===== src/rtl/time_ascii_reporter.sv =====
// rtl/time_ascii_reporter.sv - formats a 24-bit time snapshot as "HH:MM:SS.CC" (+ CR LF) into a TX FIFO
// Snapshot is taken on acceptance; bytes stream out one per non-full cycle.
module time_ascii_reporter #(
  parameter bit SEND_CRLF = 1'b1
) (
  input  logic        clk,
  input  logic        reset,
  input  logic        i_send,
  input  logic [23:0] i_time,
  input  logic        i_full,
  output logic        o_push,
  output logic [7:0]  o_push_data,
  output logic        o_busy
);

  typedef enum logic {IDLE, SEND} state_t;

  localparam logic [3:0] LAST = SEND_CRLF ? 4'd12 : 4'd10;

  state_t      state, state_n;
  logic [3:0]  idx, idx_n;
  logic [23:0] snap;
  logic        busy;
  logic        load;
  logic [15:0] hh, mm, ss, cc;
  logic [7:0]  ch;

  // Repeated subtraction of ten; values of 100 and above saturate to "99".
  function automatic logic [15:0] two_digits(input logic [6:0] v);
    logic [3:0] t;
    logic [6:0] r;
    if (v >= 7'd100) return {8'h39, 8'h39};
    t = 4'd0;
    r = v;
    for (int k = 0; k < 9; k++) begin
      if (r >= 7'd10) begin
        r = r - 7'd10;
        t = t + 4'd1;
      end
    end
    return {8'h30 + {4'b0000, t}, 8'h30 + {1'b0, r}};
  endfunction

  assign hh = two_digits({2'b00, snap[23:19]});
  assign mm = two_digits({1'b0, snap[18:13]});
  assign ss = two_digits({1'b0, snap[12:7]});
  assign cc = two_digits(snap[6:0]);

  always_comb begin
    ch = 8'h00;
    case (idx)
      4'd0:  ch = hh[15:8];
      4'd1:  ch = hh[7:0];
      4'd2:  ch = 8'h3A;
      4'd3:  ch = mm[15:8];
      4'd4:  ch = mm[7:0];
      4'd5:  ch = 8'h3A;
      4'd6:  ch = ss[15:8];
      4'd7:  ch = ss[7:0];
      4'd8:  ch = 8'h2E;
      4'd9:  ch = cc[15:8];
      4'd10: ch = cc[7:0];
      4'd11: ch = 8'h0D;
      4'd12: ch = 8'h0A;
      default: ch = 8'h00;
    endcase
  end

  always_comb begin
    state_n     = state;
    idx_n       = idx;
    load        = 1'b0;
    o_push      = 1'b0;
    o_push_data = 8'h00;
    case (state)
      IDLE: begin
        if (i_send) begin
          state_n = SEND;
          idx_n   = 4'd0;
          load    = 1'b1;
        end
      end
      SEND: begin
        o_push      = ~i_full;
        o_push_data = ch;
        if (!i_full) begin
          if (idx == LAST) state_n = IDLE;
          else             idx_n   = idx + 4'd1;
        end
      end
      default: state_n = IDLE;
    endcase
  end

  always_ff @(posedge clk or posedge reset) begin
    if (reset) begin
      state <= IDLE;
      idx   <= 4'd0;
      snap  <= 24'd0;
      busy  <= 1'b0;
    end else begin
      state <= state_n;
      idx   <= idx_n;
      if (load) snap <= i_time;
      busy  <= (state_n == SEND);
    end
  end

  assign o_busy = busy;

endmodule

===== config.mk =====
export PLATFORM = sky130hd
export DESIGN_NAME = time_ascii_reporter
export DESIGN_NICKNAME = d
export VERILOG_FILES = /design/src/rtl/time_ascii_reporter.sv
export SDC_FILE = /design/constraint.sdc
export NUM_CORES = 1
export LEC_CHECK = 0
export BUFFER_PORTS_ARGS = -buffer_cell sky130_fd_sc_hd__buf_2
export CAP_MARGIN = 10
export CORE_MARGIN = 2
export CORE_UTILIZATION = 59
export CTS_BUF_LIST = sky130_fd_sc_hd__clkbuf_2
export DETAILED_ROUTE_END_ITERATION = 6
export PLACE_DENSITY = 0.86
export SYNTH_ARGS = -nofsm -noshare
export SYNTH_HDL_FRONTEND = slang
export SYNTH_SLANG_ARGS = --single-unit
export TNS_END_PERCENT = 100

===== constraint.sdc =====
create_clock -name clk -period 16.2 [get_ports clk]
set_input_delay 0.81 -clock clk [delete_from_list [all_inputs] [get_ports clk]]
set_output_delay 0.81 -clock clk [all_outputs]
set_load 0.01 [all_outputs]

==> results.md <==
Worst setup path:
- STA classifies the critical path endpoint as a primary output.
- For this run, the slowest stage of the critical path takes 0.66 ns.
- The startpoint identified for the worst register-to-register timing path is o_busy.
- The critical-path maximum fanout is 12.
- The startpoint of the worst setup timing path is snap[14].
- The required time at the endpoint of the critical path is 15.39 ns.
- The slowest stage of the critical path belongs to the cell sky130_fd_sc_hd__or4b_4.
- The worst path arrival time is 14.36 ns.
- The kind of cell with the highest combined delay on the critical path is compound AO/OA/AOI/OAI gates.
- The worst setup path is of the reg2out kind.
- The critical path runs through a total of 68 cells.
- The cell seen most often among critical-path stages is sky130_fd_sc_hd__ha_1.
- The worst setup path is launched from a flop.
- The critical path contains buffers and inverters numbering 10 combined.
- The path depth of the worst reg2reg path is 3.

Yosys:
- Each instance of the synthesized netlist takes up on average 7.17 sq um.
- The cell area that synthesis handed to floorplanning was 11900 sq um.
- The synthesized flop and latch total is 29.
- After synthesis, the share of flip-flops with an asynchronous set or reset is 100%.
- The number of enable flip-flop cells after synthesis is 0.
- After synthesis, flip-flops and latches occupy 6.09% of the total area.
- Synthesis produced 1662 cells.
- After synthesis, the netlist uses 138 different library cells.
- The number of warnings issued by yosys is 0.
- The most used flip-flop cell after synthesis is sky130_fd_sc_hd__dfrtp_1.
- The number of nets produced by synthesis is 1770.

Global route:
- The initial antenna violation count is 0.
- The number of global-route vias before repair is 12100.
- The pin count of the biggest net entering global routing is 25.
- The overall overflow remaining after global route is 0.
- The total routing resource utilization after global routing is 28.8%.
- The first-pass GRT wire length is 54.2 mm.

Place:
- The placed standard-cell area is 12200 sq um.
- The final weighted congestion of routability-driven global placement is 1.02.
- The HPWL reported at the end of detailed placement is 25.4 mm.
- The count of buffers from port buffering is 37.
- In this run, placement finished with an instance count of 1917.

Layout:
- The count of cells in the finished layout, fillers not included, comes to 1934.
- The count of fill cells added during filler insertion is 1779.
- The post-route netlist has 14.9% of its cells at a drive strength greater than 1.
- The most frequent standard cell in the layout excluding fill and tap cells is sky130_fd_sc_hd__nand2_1.
- At the end of the flow, the number of nets in the layout was 1776.
- Summing all non-filler instances in the final layout gives an area of 12500 sq um.
- From synthesis to final layout, the design area changed by 4.62%.
- The share of the core filled with cells is 63.4%.
- The antenna cell count is 0.
- Leaving out fill and tap cells, the most frequent cells in the layout are sky130_fd_sc_hd__nand2_1, sky130_fd_sc_hd__nor2_1, sky130_fd_sc_hd__a21oi_1.

Run status:
- The run finished with clean final reports.

Drt:
- In this run the remaining antenna-violating nets after routing total 0.
- In the routed design, unresolved DRC markers number 0.
- Dividing the detail-routed wire length by the instance count gives 16.6 microns.
- The final route contains 13000 vias.
- The via-per-instance ratio is 6.74.
- The initial DRC count is 1049.
- The iteration count of the initial detailed-routing pass is 5.
- The final routed wirelength across all metal layers is 32.2 mm.

Min path:
- The worst hold path belongs to the class in2async.

CTS:
- The number of H-tree levels is 2.
- The clock-pin slew of the registers on the worst-case setup and hold paths is 0.20 ns.
- The clock passes through at most 2 buffers.
- TritonCTS built the clock tree.
- The buffer cell driving the clock tree root is sky130_fd_sc_hd__clkbuf_2.
- The CTS buffer count is 5.
- At the later pin of the worst-skew pair, clock insertion delay measures 0.43 ns.
- Clock tree synthesis found a total of 29 sinks.
- Hold repair after CTS inserted 0 buffers.

Timing:
- The post-route fraction of the period consumed by the critical path is 93.6%.
- The clock skew is 0.0114 ns.
- The final hold violation count is 0.
- The final-report max-slew violation count is 0.
- The final worst hold slack is 0.253 ns.
- The total setup violations reported at the end of the flow is 0.
- After layout, the minimum clock period comes to 15.17 ns.
- The highest attainable clock frequency is 0.0659 GHz.
- For the pin with the worst max-slew slack, the measured transition is 1.06 ns.
- The worst relative slew slack is 27.6%.

Floorplan:
- The core region area is 19700 sq um.
- The area enclosed by the die boundary is 21300 sq um.
- The die is 146 microns wide.
- Row generation in the floorplan step produced 51 rows.
- The initial standard-cell utilization of the core is 60.6%.
- 38 I/O pins were placed.
- The vertical extent of the die is 146 microns.

Run:
- The tool flagged a number of max-cap violations equal to 0.
[cell families after synthesis]
family                     share of synthesized area (%)
xor gates and xnor gates                            8.37
adders and majority gates                           8.40
AOI/OAI and AO/OA                                   35.5
DFF                                                 6.09
and+or+nand+nor                                     29.9
muxes                                               7.03
buffers and inverters                               4.70
[cell usage after synthesis, types with 9 or more instances]
library cell,count,area [sq um]
sky130_fd_sc_hd__or3_1,18,113
sky130_fd_sc_hd__o31ai_1,11,82.6
sky130_fd_sc_hd__a31oi_1,21,131
sky130_fd_sc_hd__nor2_2,10,62.6
sky130_fd_sc_hd__a21oi_1,107,536
sky130_fd_sc_hd__o21a_1,14,105
sky130_fd_sc_hd__o211ai_1,30,225
sky130_fd_sc_hd__and2_1,22,138
sky130_fd_sc_hd__a211oi_1,31,233
sky130_fd_sc_hd__o21ai_1,14,70.1
sky130_fd_sc_hd__mux2i_1,30,300
sky130_fd_sc_hd__mux2_2,42,473
sky130_fd_sc_hd__a211o_1,14,123
sky130_fd_sc_hd__o22ai_1,13,81.3
sky130_fd_sc_hd__nor3_1,45,225
sky130_fd_sc_hd__nand2b_1,38,238
sky130_fd_sc_hd__or2_2,15,93.8
sky130_fd_sc_hd__clkbuf_1,35,131
sky130_fd_sc_hd__xnor2_1,83,727
sky130_fd_sc_hd__and3_1,17,106
sky130_fd_sc_hd__nor4_1,11,68.8
sky130_fd_sc_hd__nor2_1,137,514
sky130_fd_sc_hd__xor2_1,29,254
sky130_fd_sc_hd__dfrtp_1,29,726
sky130_fd_sc_hd__nand2_1,155,582
sky130_fd_sc_hd__inv_1,70,263
sky130_fd_sc_hd__nand3_1,65,325
sky130_fd_sc_hd__a21boi_0,10,75.1
sky130_fd_sc_hd__a21o_1,26,195
sky130_fd_sc_hd__buf_2,13,65.1
sky130_fd_sc_hd__a221oi_1,12,105
sky130_fd_sc_hd__nand3b_1,9,67.6
sky130_fd_sc_hd__nand4_1,19,119
sky130_fd_sc_hd__ha_1,80,1000
sky130_fd_sc_hd__o21ai_0,92,460
sky130_fd_sc_hd__nor2b_1,32,200
[sequential cells by signal (all words and copies together) (netlist names)]
name and flops:
snap 24, idx 4, o_busy 1
[cell type report]
type | count | area [sq um] | share of cell area (%)
flip-flops and latches | 29 | 728 | 5.84
inverters | 77 | 298 | 2.39
clock inverters | 3 | 17.5 | 0.141
repair buffers | 54 | 313 | 2.51
well taps | 265 | 332 | 2.66
multi-input cells | 1501 | 10700 | 86.3
clock buffers | 5 | 25.0 | 0.201
[layer usage]
| layer | GRT usage, % | wire length (microns) | up-vias |
|---|---|---|---|
| met4 | 10.4 | 1010 | 0 |
| met3 | 3.53 | 1980 | 106 |
| met5 | 0 | 0 | - |
| li1 | - | - | 6336 |
| met1 | 36.2 | 13800 | 6055 |
| met2 | 50.4 | 15400 | 539 |
[per-stage QoR]
stage	setup WS (ns)	setup TNS [ns]
finish	1.03	0
global route	-0.0968	-0.244
global placement	1.11	0
detailed placement	0.856	0
CTS	0.290	0
floorplan	3.41	0
[worst register-to-register path: cells and delay by family, from the launching register on]
kind          cells  cell delay, ns
buf+inv           1            0.41
simple gates      1            0.62
mux               1            0.38
flops             1            0.50
[repair_timing]
| item | 4_1_cts | 5_1_grt |
|---|---|---|
| buffers inserted | 0 | 9 |
| resized for setup | 0 | 23 |
| endpoints found under the setup margin | 0 | 8 |
[final timing paths]
path | slack, ns | end
max in group asynchronous | 15.30 | snap[1]
min in group clk | 0.57 | snap[20]
worst min-delay path | 0.25 | snap[0]
worst max register to register | 14.22 | snap[17]
worst max-delay path | 1.03 | o_push_data[5]
worst min register to register | 0.60 | snap[12]
Power is not shown: default switching activity piles up to over one toggle a cycle in this logic, so the estimate is an artifact.
